**config.mk**
```make
export PLATFORM = sky130hd
export DESIGN_NAME = pong_ball_engine
export DESIGN_NICKNAME = d
export VERILOG_FILES = /design/src/rtl/pong_ball_engine.sv
export SDC_FILE = /design/constraint.sdc
export NUM_CORES = 1
export LEC_CHECK = 0
export CORE_MARGIN = 4
export CORE_UTILIZATION = 45
export CTS_CLUSTER_SIZE = 8
export DETAILED_ROUTE_END_ITERATION = 8
export GPL_TIMING_DRIVEN = 0
export HOLD_SLACK_MARGIN = 0.08
export PLACE_DENSITY = 0.68
export REMOVE_ABC_BUFFERS = 1
export SLEW_MARGIN = 15
export SYNTH_ARGS = -nofsm -noshare
export SYNTH_HDL_FRONTEND = slang
export SYNTH_SLANG_ARGS = --single-unit
```
**constraint.sdc**
```tcl
create_clock -name clk -period 8.3 [get_ports clk]
set_input_delay 2.075 -clock clk [delete_from_list [all_inputs] [get_ports clk]]
set_output_delay 2.075 -clock clk [all_outputs]
set_load 0.01 [all_outputs]
```
**src/rtl/pong_ball_engine.sv**
```systemverilog
// pong_ball_engine: ball position, bounce and scoring engine for the LED-grid pong game.
// Optional PONG_BALL_SPEEDUP_EN: a step divider that starts at START_DIV and shrinks by one on each paddle hit.
module pong_ball_engine #(
  parameter int COLS       = 30,
  parameter int ROWS       = 10,
  parameter int POS_W      = 9,
  parameter int PADDLE_LEN = 3,
  parameter int SCORE_W    = 8,
  parameter int START_DIV  = 4,
  localparam int CW = $clog2(COLS),
  localparam int RW = $clog2(ROWS)
) (
  input  logic               clk,
  input  logic               reset,
  input  logic               step,
  input  logic               serve,
  input  logic [RW-1:0]      paddle_row,
  output logic [CW-1:0]      ball_col,
  output logic [RW-1:0]      ball_row,
  output logic [POS_W-1:0]   ball,
  output logic               minus,
  output logic               active,
  output logic               hit,
  output logic               score,
  output logic               lose,
  output logic [SCORE_W-1:0] score_cnt
);
  typedef enum logic [1:0] {IDLE, MOVE, LOST} state_t;
  localparam logic [CW-1:0]    C0    = CW'(COLS / 2);
  localparam logic [RW-1:0]    R0    = RW'(ROWS / 2);
  localparam logic [POS_W-1:0] BALL0 = POS_W'((ROWS / 2) * COLS + COLS / 2);
  localparam logic [RW:0]      PL    = PADDLE_LEN[RW:0];
  state_t r_state;
  logic [CW-1:0] r_col, w_col_n;
  logic [RW-1:0] r_row, w_row_n;
  logic [POS_W-1:0] r_ball, w_ball_n;
  logic [SCORE_W-1:0] r_score_cnt;
  logic [RW:0] w_off;
  logic r_minus, r_up, r_dn, r_active, r_hit, r_score, r_lose;
  logic w_move, w_serve, w_pad, w_hit, w_miss, w_far, w_minus_n, w_up0, w_dn0, w_up, w_dn;
  assign w_serve = r_state != MOVE && serve;
`ifdef PONG_BALL_SPEEDUP_EN
  localparam int DW = $clog2(START_DIV + 1);
  logic [DW-1:0] r_div, r_cnt;
  assign w_move = r_state == MOVE && step && (r_cnt + DW'(1) >= r_div);
  always_ff @(posedge clk) begin
    if (reset || w_serve) begin
      r_div <= DW'(START_DIV);
      r_cnt <= '0;
    end else if (r_state == MOVE && step) begin
      r_cnt <= w_move ? '0 : r_cnt + DW'(1);
      if (w_move && w_hit && r_div > DW'(1)) r_div <= r_div - DW'(1);
    end
  end
`else
  logic w_unused_div;
  assign w_unused_div = |START_DIV;
  assign w_move = r_state == MOVE && step;
`endif
  // Move resolution: paddle, miss, far wall, then top/bottom walls on the resulting dy.
  always_comb begin
    w_off     = {1'b0, r_row} - {1'b0, paddle_row};
    w_pad     = r_minus && r_col == CW'(1);
    w_hit     = w_pad && r_row >= paddle_row && w_off < PL;
    w_miss    = w_pad && !w_hit;
    w_far     = !r_minus && r_col == CW'(COLS - 1);
    w_minus_n = w_hit ? 1'b0 : w_far ? 1'b1 : r_minus;
    w_up0     = w_hit ? w_off == '0 : r_up;
    w_dn0     = w_hit ? w_off == PL - (RW+1)'(1) : r_dn;
    w_up      = w_up0 ? r_row != '0 : (w_dn0 && r_row == RW'(ROWS - 1));
    w_dn      = w_dn0 ? r_row != RW'(ROWS - 1) : (w_up0 && r_row == '0);
    w_col_n   = w_miss ? '0 : w_minus_n ? r_col - CW'(1) : r_col + CW'(1);
    w_row_n   = w_miss ? r_row : w_up ? r_row - RW'(1) : w_dn ? r_row + RW'(1) : r_row;
    w_ball_n  = POS_W'(w_row_n) * POS_W'(COLS) + POS_W'(w_col_n);
  end
  always_ff @(posedge clk) begin
    if (reset) begin
      r_state     <= IDLE;
      r_col       <= C0;
      r_row       <= R0;
      r_ball      <= BALL0;
      r_minus     <= 1'b1;
      r_up        <= 1'b0;
      r_dn        <= 1'b0;
      r_active    <= 1'b0;
      r_hit       <= 1'b0;
      r_score     <= 1'b0;
      r_lose      <= 1'b0;
      r_score_cnt <= '0;
    end else begin
      r_hit   <= w_move && w_hit;
      r_score <= w_move && w_far;
      r_lose  <= w_move && w_miss;
      if (w_serve) begin
        r_state  <= MOVE;
        r_active <= 1'b1;
        r_col    <= C0;
        r_row    <= R0;
        r_ball   <= BALL0;
        r_minus  <= 1'b1;
        r_up     <= 1'b0;
        r_dn     <= 1'b0;
      end else if (w_move) begin
        r_col   <= w_col_n;
        r_row   <= w_row_n;
        r_ball  <= w_ball_n;
        r_minus <= w_minus_n;
        r_up    <= w_up;
        r_dn    <= w_dn;
        if (w_miss) begin
          r_state  <= LOST;
          r_active <= 1'b0;
        end
        if (w_far && !(&r_score_cnt)) r_score_cnt <= r_score_cnt + SCORE_W'(1);
      end
    end
  end
  assign ball_col  = r_col;
  assign ball_row  = r_row;
  assign ball      = r_ball;
  assign minus     = r_minus;
  assign active    = r_active;
  assign hit       = r_hit;
  assign score     = r_score;
  assign lose      = r_lose;
  assign score_cnt = r_score_cnt;
endmodule

```
; ---- Word-level counts from Yosys, hierarchy flattened
; Cells that the tools add are included.
[word_totals]
output_inout_bits = 31
regBits = 35
elab_cells = 74
input_bits = 8
[op_classes]
muxes = 17
order_cmp = 2
addsub = 7
n_mul = 1
bitwise = 1
n_eq_ne = 7
reduce_logical = 26
[op_table]
columns = operator, n
row1 = 1-bit logical AND, 13
row2 = 1-bit two-way mux, 12
row3 = 4-bit two-way mux, 3
row4 = 5-bit two-way mux, 2
row5 = 9-bit by 5-bit adder with 9-bit output, 1
row6 = 8-bit by 1-bit adder with 8-bit output (second input constant), 1
row7 = 4-bit by 4-bit multiplier with 8-bit output (second input constant), 1
row8 = 8-bit AND reduction, 1
row9 = 5-bit by 1-bit adder with 5-bit output (second input constant), 1
row10 = 5-bit by 1-bit equality test with 1-bit output (second input constant), 1
row11 = 5-bit by 2-bit equality test with 1-bit output (second input constant), 1
row12 = 5-bit equality test (second input constant), 1
row13 = 5-bit zero test, 1
row14 = 5-bit by 2-bit less-than comparator with 1-bit output (second input constant), 1
row15 = 4-bit by 4-bit subtractor with 5-bit output, 1
row16 = 5-bit by 1-bit subtractor with 5-bit output (second input constant), 1
row17 = 4-bit by 1-bit adder with 4-bit output (second input constant), 1
row18 = 4-bit equality test (second input constant), 1
row19 = 4-bit greater-or-equal comparator, 1
row20 = 4-bit zero test, 1
row21 = 4-bit != test (second input constant), 1
row22 = 2-bit AND reduction, 2
row23 = 2-bit nonzero test, 2
row24 = 4-bit nonzero test, 1
row25 = 7 further kinds, 9

; ---- Depth between registers and ports, before layout
; Gate-level depths: netlist of run 1.
[depth]
word_depth = 12
mapped_depth = 23

; ---- Worst setup path before layout of run 1
; Ideal clock, no wire load.
[synth_path]
path_type = input port to flip-flop
startpoint = in paddle_row[0]
endpoint = reg r_ball[8], in the netlist ball[8]
arrival_ps = 6743
stages = 22
slack_ps = 1429
path_buffers = 0
setup_time_ps = 128
cell_sequence = ha_1 -> inv_1 -> fa_1 -> inv_1 -> o21ai_0 -> a221oi_4 -> nor2_1 -> nor3_4 -> nand3_1 -> xnor2_1 -> fa_1 -> inv_1 -> fa_1 -> inv_1 -> fa_1 -> inv_1 -> ha_1 -> nand2b_1 -> a21oi_1 -> o2111ai_1 -> o211ai_1 -> nor2_1
[synth_via]
elab_chain_len = 11
[synth_rtl]
columns = element, line_no
row1 = "start, declared", 17  ; input logic [RW-1:0] paddle_row,
row2 = 4-bit by 4-bit subtractor with 5-bit output / 4-bit greater-or-equal comparator (equally long branches), "62, 64"
row3 = 5-bit by 2-bit less-than comparator with 1-bit output / 1-bit logical AND (equally long branches), 64  ; w_hit = w_pad && r_row >= paddle_row && w_off < PL;
row4 = 1-bit logical AND, 64
row5 = 1-bit two-way mux, 68  ; w_up0 = w_hit ? w_off == '0 : r_up;
row6 = 1-bit logical AND, 71  ; w_dn = w_dn0 ? r_row != RW'(ROWS - 1) : (w_up0 && r_row == '0);
row7 = 1-bit two-way mux, 71
row8 = 4-bit two-way mux (3 in a row), 73  ; w_row_n = w_miss ? r_row : w_up ? r_row - RW'(1) : w_dn ? r_row + RW'(1) : r_row;
row9 = 4-bit by 4-bit multiplier with 8-bit output, 74  ; w_ball_n = POS_W'(w_row_n) * POS_W'(COLS) + POS_W'(w_col_n);
row10 = 9-bit by 5-bit adder with 9-bit output *, 74
row11 = "end signal, assigned", 106  ; r_ball <= w_ball_n;
row12 = "end, declared", 36  ; logic [POS_W-1:0] r_ball, w_ball_n;
; Every way passes the cells marked *; elsewhere a longest branch is shown, timed or not.
; A chain may end at the register's enable or synchronous reset.

; ---- Worst setup path after layout of run 1
; Same ends and word-level chain as after synthesis.

==> reports/metrics.csv, run 1 <==
metric;value;unit
outcome;finished clean;
initial drt markers;133;
H-tree depth;2;
Yosys reg bits;33;
CP cell instances;clkdlybuf4s50_1 -> ha_1 -> inv_1 -> fa_1 -> xnor2_1 -> o21ai_0 -> a221oi_4 -> nor2_1 -> nor3_4 -> nand3_1 -> xnor2_1 -> fa_1 -> inv_1 -> fa_1 -> inv_1 -> fa_1 -> inv_1 -> ha_1 -> nand2b_1 -> a21oi_1 -> a32o_1 -> o211ai_1 -> nor2_1;
first-pass GRT wire length;9722;µm
nets@finish;383;
Worst-path clk slew;0.06;ns
Worst-Margin Slew;1.010;ns
Yosys cell types;51;
Final Critical Period;7.607;ns
r2r worst-path depth;23;
fmax;131.5;MHz
CTS sink count;33;
final design utilization;0.5615;
Avg WL per Cell;13.42;µm
largest net degree at the start of global routing;20;
vias per cell;5.457;
Max Cap Viol;0;
Die X;83.30;µm
number of diodes;0;
routed wire length;5557;µm
Power Density;139.4;nW/µm²
# DRC;0;
hold crit path type;flop to flop;
Detailed Place HPWL;4276;µm
first drt pass iteration count;4;
Slowest cell on crit path;fa_1;
number of synthesized flops with an enable pin;0;
Row Count;27;
RSZ-0062 raised after global routing;no;
global route overflow;0;
CP max stage delay;0.53;ns
PostCTS Resize Cnt;0;
most instantiated cells after synthesis;dfxtp_1 (33), ha_1 (27), nand2_1 (26);
# setup viols final;0;
sequential element share of the synthesized area;0.2590;
prevailing post-synth register cell;dfxtp_1;
CP Depth;23;
# Post-CTS Setup Buffers;0;
die area;6938;µm²
IO Count;39;
crit path to;ball[8]$_SDFFE_PP0P_;
part of the cycle the worst path needs;0.9165;
share of layout cells above drive strength 1;0.03509;
most common cell in the netlist;dfxtp_1;
RePlAce Congestion;0.7907;
worst setup path start;paddle_row[0];
CP endpoint kind;flop;
Post-synth ARST share;0;
core area;5507;µm²
Lkg Pwr;1.294;nW
All-Layer GR Usage;0.1654;
clock skew;0.007647;ns
Slew HR;0.3265;
CP required;8.51;ns
Die Ht;83.30;µm
port bufs;38;
Max Slew Vio Count;0;
area grow syn2layout;21.19;%
final hold slack;0.4565;ns
maximum VDD drop;0.06402;mV
DR vias;2259;
Inst Count DP;406;
Synth Area per Inst;8.310;µm²
Crit Path Category;input port to flop;
vias in the first global route;2194;
initial antenna violation count;0;
Synthesis Warnings;0;
clk root buf;clkbuf_8;
synthesized cell area;2551;µm²
Post-CTS Hold Buffers;0;
Reg-to-Reg End;ball[8]$_SDFFE_PP0P_;
Clock Latency Late Sink;0.29;ns
Max FO, Critical Path;10;
leading area contributor after synthesis;dfxtp_1;
Worst EP arrival;7.82;ns
Synth top area share;0.2590;
Worst Hold Launch;ball[4]$_SDFFE_PP0P_;
final hold violations;0;
Cells after Synth;307;
Num CTS Buffers;5;
top post-synthesis cells by area;dfxtp_1 (26%), ha_1 (13%), fa_1 (5.5%);
CTS tree;built;
WP buf/inv;5;
setup TNS;0;ns
FF-to-FF Start;ball_row[0]$_SDFFE_PP1P_;
R2R Setup Slk;2.30;ns
Worst Setup Start Kind;input port;
remaining antenna violation count after routing;0;
Layout Cells excl Fill;414;
top cell family by delay on the critical path;adder cells;
Starting Density;0.4633;
Power Total;0.4309;mW
clk buf depth;2;
## layer usage
metal	wire (µm)	track usage	vias to the layer above
met4	76	0.05498	0
met5	0	0	-
met1	2707	0.2132	1069
met3	211	0.02877	6
li1	-	-	1150
met2	2561	0.2784	34
## state kept, by name, indices dropped and copies added, names as in the netlist
name       cells
ball_col       5
hit            1
ball_row       4
score_cnt      8
lose           1
r_state        2
ball           8
minus          1
score          1
r_up           1
r_dn           1
## placed cells by master (no fill, tap or decap), types with 8 or more instances in the layout
cell              n
ha_1             27
nand2_1          26
xnor2_1          15
a21oi_1          24
nand3_1          15
inv_1            23
nor3_1            8
nor2_1           25
o21ai_0          11
xor2_1            8
dfxtp_1          33
clkdlybuf4s50_1  38
## cells by family after synthesis
| kind of cell | share of synthesized area |
|---|---|
| adders and majority gates | 0.1873 |
| muxes | 0.02747 |
| buffers and inverters | 0.05198 |
| DFF | 0.2589 |
| and+or+nand+nor | 0.2094 |
| xor gates and xnor gates | 0.07896 |
| AOI/OAI and AO/OA | 0.1859 |
## power breakdown
part,switching [mW],internal (mW),total (mW)
sequential,0.00339,0.162,0.165
combinational,0.0597,0.0486,0.108
clock,0.0598,0.0979,0.158
## cell type report
type                    instances  area [µm²]
well taps                      72       90.09
flip-flops and latches         33       660.6
fillers                       530        2415
repair buffers                 38       380.4
multi-input cells             240        1758
clock buffers                   7       86.33
clock inverters                 1       30.03
inverters                      23       86.33
## worst min-delay path, stage by stage (launching register included)
cell	delay, ns
dfxtp_1	0.31
nand2_1	0.05
a21oi_1	0.05
## how the worst min path moves through the flow
| stage | cells past startpoint | slack [ns] | to |
|---|---|---|---|
| 2_1_floorplan | 2 | 0.47 | r_state[1]$_SDFFE_PP0P_ |
| 3_3_place_gp | 2 | 0.44 | ball[4]$_SDFFE_PP0P_ |
| 3_5_place_dp | 2 | 0.45 | ball[1]$_SDFFE_PP0P_ |
| 4_1_cts | 2 | 0.46 | ball[1]$_SDFFE_PP0P_ |
| 5_1_grt | 2 | 0.50 | ball[1]$_SDFFE_PP0P_ |
| 6_report | 2 | 0.46 | ball[4]$_SDFFE_PP0P_ |
## per-stage QoR
stage / setup WS [ns] / cell area, µm²
after detailed placement: 0.3541 / 2975
final: 0.6932 / 3092
after global placement: 0.4929 / 2975
after CTS: 0.6641 / 3092
after floorplan: 1.424 / 2505
after global routing: 0.2165 / 3092
No activity file was read; power rests on OpenSTA's default activity.
==> inputs of run 2 (changes only) <==
- SKIP_LAST_GASP: not set -> 1
==> results of run 2 <==
Same layout as run 1: the final DEF is identical, and so are final timing and power.
==> inputs of run 3 (changes only) <==
- GPL_TIMING_DRIVEN: 0 -> not set
==> run 3 against run 2 <==
Maximum frequency grew 0.99%. Routed wire length shrank 0.25%. Global-route usage is essentially flat. Critical path depth is the same. Via count grew 1.2%. Total power shrank 8.5%. Clock skew shrank 0.0012 ns. Critical path type unchanged. Non-clock buffer count grew 1. Cell count grew 0.24%. Core utilization shrank 0.41 points. Critical endpoint unchanged. Hold slack gained 0.012 ns. Combinational power is essentially flat.
==> reports/metrics.csv, run 3 (synthesis results as in run 1) <==
metric;value;unit
CP endpoint kind;flop;
most frequent cells in the layout;clkdlybuf4s50_1 (38), dfxtp_1 (33), ha_1 (27);
Reg-to-Reg End;ball[8]$_SDFFE_PP0P_;
initial drt markers;86;
RSZ-0062 raised after global routing;no;
Detailed Place HPWL;4232;µm
area grow syn2layout;20.30;%
clock skew;0.006437;ns
routed wire length;5543;µm
Num CTS Buffers;5;
Power Density;128.5;nW/µm²
setup TNS;0;ns
Die X;83.30;µm
CP Depth;23;
fmax;132.8;MHz
R2R Setup Slk;2.38;ns
PostCTS Resize Cnt;0;
CP cell instances;clkdlybuf4s50_1 -> ha_1 -> inv_1 -> fa_1 -> xnor2_1 -> o21ai_0 -> a221oi_4 -> nor2_1 -> nor3_4 -> nand3_1 -> xnor2_1 -> fa_1 -> inv_1 -> fa_1 -> inv_1 -> fa_1 -> inv_1 -> ha_1 -> nand2b_1 -> a21oi_1 -> a32o_1 -> o211ai_1 -> nor2_1;
CTS tree;built;
Power Total;0.3943;mW
placed cell area;2983;µm²
commonest non-fill, non-tap cell in the layout;clkdlybuf4s50_1;
hold crit path type;flop to flop;
switch share;0.3195;
vias in the first global route;2161;
WP buf/inv;5;
H-tree depth;2;
Slew HR;0.3527;
number of diodes;0;
clk buf depth;2;
Hold EP;ball[1]$_SDFFE_PP0P_;
IO Count;39;
All-Layer GR Usage;0.1653;
Layout Cells excl Fill;415;
Lkg Pwr;1.283;nW
RePlAce Congestion;0.8757;
port bufs;38;
Fill cells;508;
Post-CTS Hold Buffers;0;
die area;6938;µm²
final instance area;3069;µm²
FF-to-FF Start;ball_row[0]$_SDFFE_PP1P_;
first-pass GRT wire length;9515;µm
part of the cycle the worst path needs;0.9075;
CP max stage delay;0.53;ns
maximum VDD drop;0.06569;mV
Inst Count DP;407;
r2r worst-path depth;23;
Clk network pwr share;0.305;
vias per cell;5.508;
Worst-Margin Slew;0.9709;ns
Worst Hold Launch;ball[1]$_SDFFE_PP0P_;
Max FO, Critical Path;10;
core area;5507;µm²
Slowest cell on crit path;fa_1;
Avg WL per Cell;13.36;µm
Sequential Power Share;0.418;
Comb pwr share;0.277;
global route overflow;0;
final hold slack;0.4682;ns
Worst-path clk slew;0.07;ns
Row Count;27;
Int Pwr;0.2683;mW
Clock Latency Late Sink;0.29;ns
Worst EP arrival;7.75;ns
# Post-CTS Setup Buffers;0;
switching power;0.1260;mW
Final Critical Period;7.532;ns
final hold violations;0;
# DRC;0;
outcome;finished clean;
Max Slew Vio Count;0;
Max Cap Viol;0;
Die Ht;83.30;µm
top cell family by delay on the critical path;adder cells;
nets@finish;384;
CP required;8.52;ns
clk root buf;clkbuf_8;
largest net degree at the start of global routing;20;
WHS Path Cells;2;
CTS sink count;33;
remaining antenna violation count after routing;0;
first drt pass iteration count;4;
DR vias;2286;
Worst Setup Start Kind;input port;
# setup viols final;0;
initial antenna violation count;0;
share of layout cells above drive strength 1;0.04082;
Crit Path Category;input port to flop;
Starting Density;0.4633;
run 3: cell types whose count changed in the layout (fill, tap and decap cells not counted), sizes merged:
cell      before  now
buf            0    1
clkbuf         7    5
clkinvlp       0    1
bufinv         1    0
clkinv         0    2
run 3: power groups by stage:
stage	Sequential (mW)	Clock (mW)	Combinational, mW
final	0.165	0.120	0.109
after global routing	0.165	0.127	0.124
after CTS	0.165	0.123	0.109
after detailed placement	0.169	0	0.109
after global placement	0.168	0	0.107
after floorplan	0.169	0	0.0797
run 3: area by class of cell:
type                       count  area, µm²  area share
tap                           72      90.09     0.02935
multi-input combinational    240       1758      0.5728
clock buffer                   5      68.82     0.02242
sequential                    33      660.6      0.2152
inverter                      23      86.33     0.02813
timing repair buffer          39      387.9      0.1264
clock inverter                 3      17.52    0.005707
run 3: routing by layer:
metal / global-route usage / part of all wire / vias to the layer above
met5: 0 / 0 / -
met4: 0.06241 / 0.020 / 0
met3: 0.03274 / 0.042 / 12
met2: 0.2755 / 0.46 / 44
met1: 0.2100 / 0.48 / 1078
li1: - / - / 1152
run 3: through the flow:
stage | util | setup WS [ns]
2_1_floorplan | - | 1.424
3_3_place_gp | 0.5417 | 0.5944
3_5_place_dp | 0.5417 | 0.4743
4_1_cts | 0.5574 | 0.7671
5_1_grt | 0.5574 | 0.2828
6_report | 0.5574 | 0.7675
run 3: worst max-delay path by stage:
stage	end	slack [ns]	startpoint
2_1_floorplan	ball[8]$_SDFFE_PP0P_	1.42	paddle_row[0]
3_3_place_gp	ball[8]$_SDFFE_PP0P_	0.59	paddle_row[0]
3_5_place_dp	ball[8]$_SDFFE_PP0P_	0.47	paddle_row[0]
4_1_cts	ball[8]$_SDFFE_PP0P_	0.77	paddle_row[0]
5_1_grt	ball[8]$_SDFFE_PP0P_	0.28	paddle_row[0]
6_report	ball[8]$_SDFFE_PP0P_	0.77	paddle_row[0]
run 3: worst register-to-register path: stages (launching register included):
cell	delay, ns
dfxtp_1	0.48
inv_1	0.16
ha_1	0.21
inv_1	0.06
fa_1	0.47
inv_1	0.10
o21ai_0	0.16
a221oi_4	0.37
nor2_1	0.28
nor3_4	0.35
nand3_1	0.27
xnor2_1	0.21
fa_1	0.50
inv_1	0.06
fa_1	0.53
inv_1	0.06
fa_1	0.47
inv_1	0.04
ha_1	0.29
nand2b_1	0.08
a21oi_1	0.29
a32o_1	0.21
o211ai_1	0.08
nor2_1	0.10
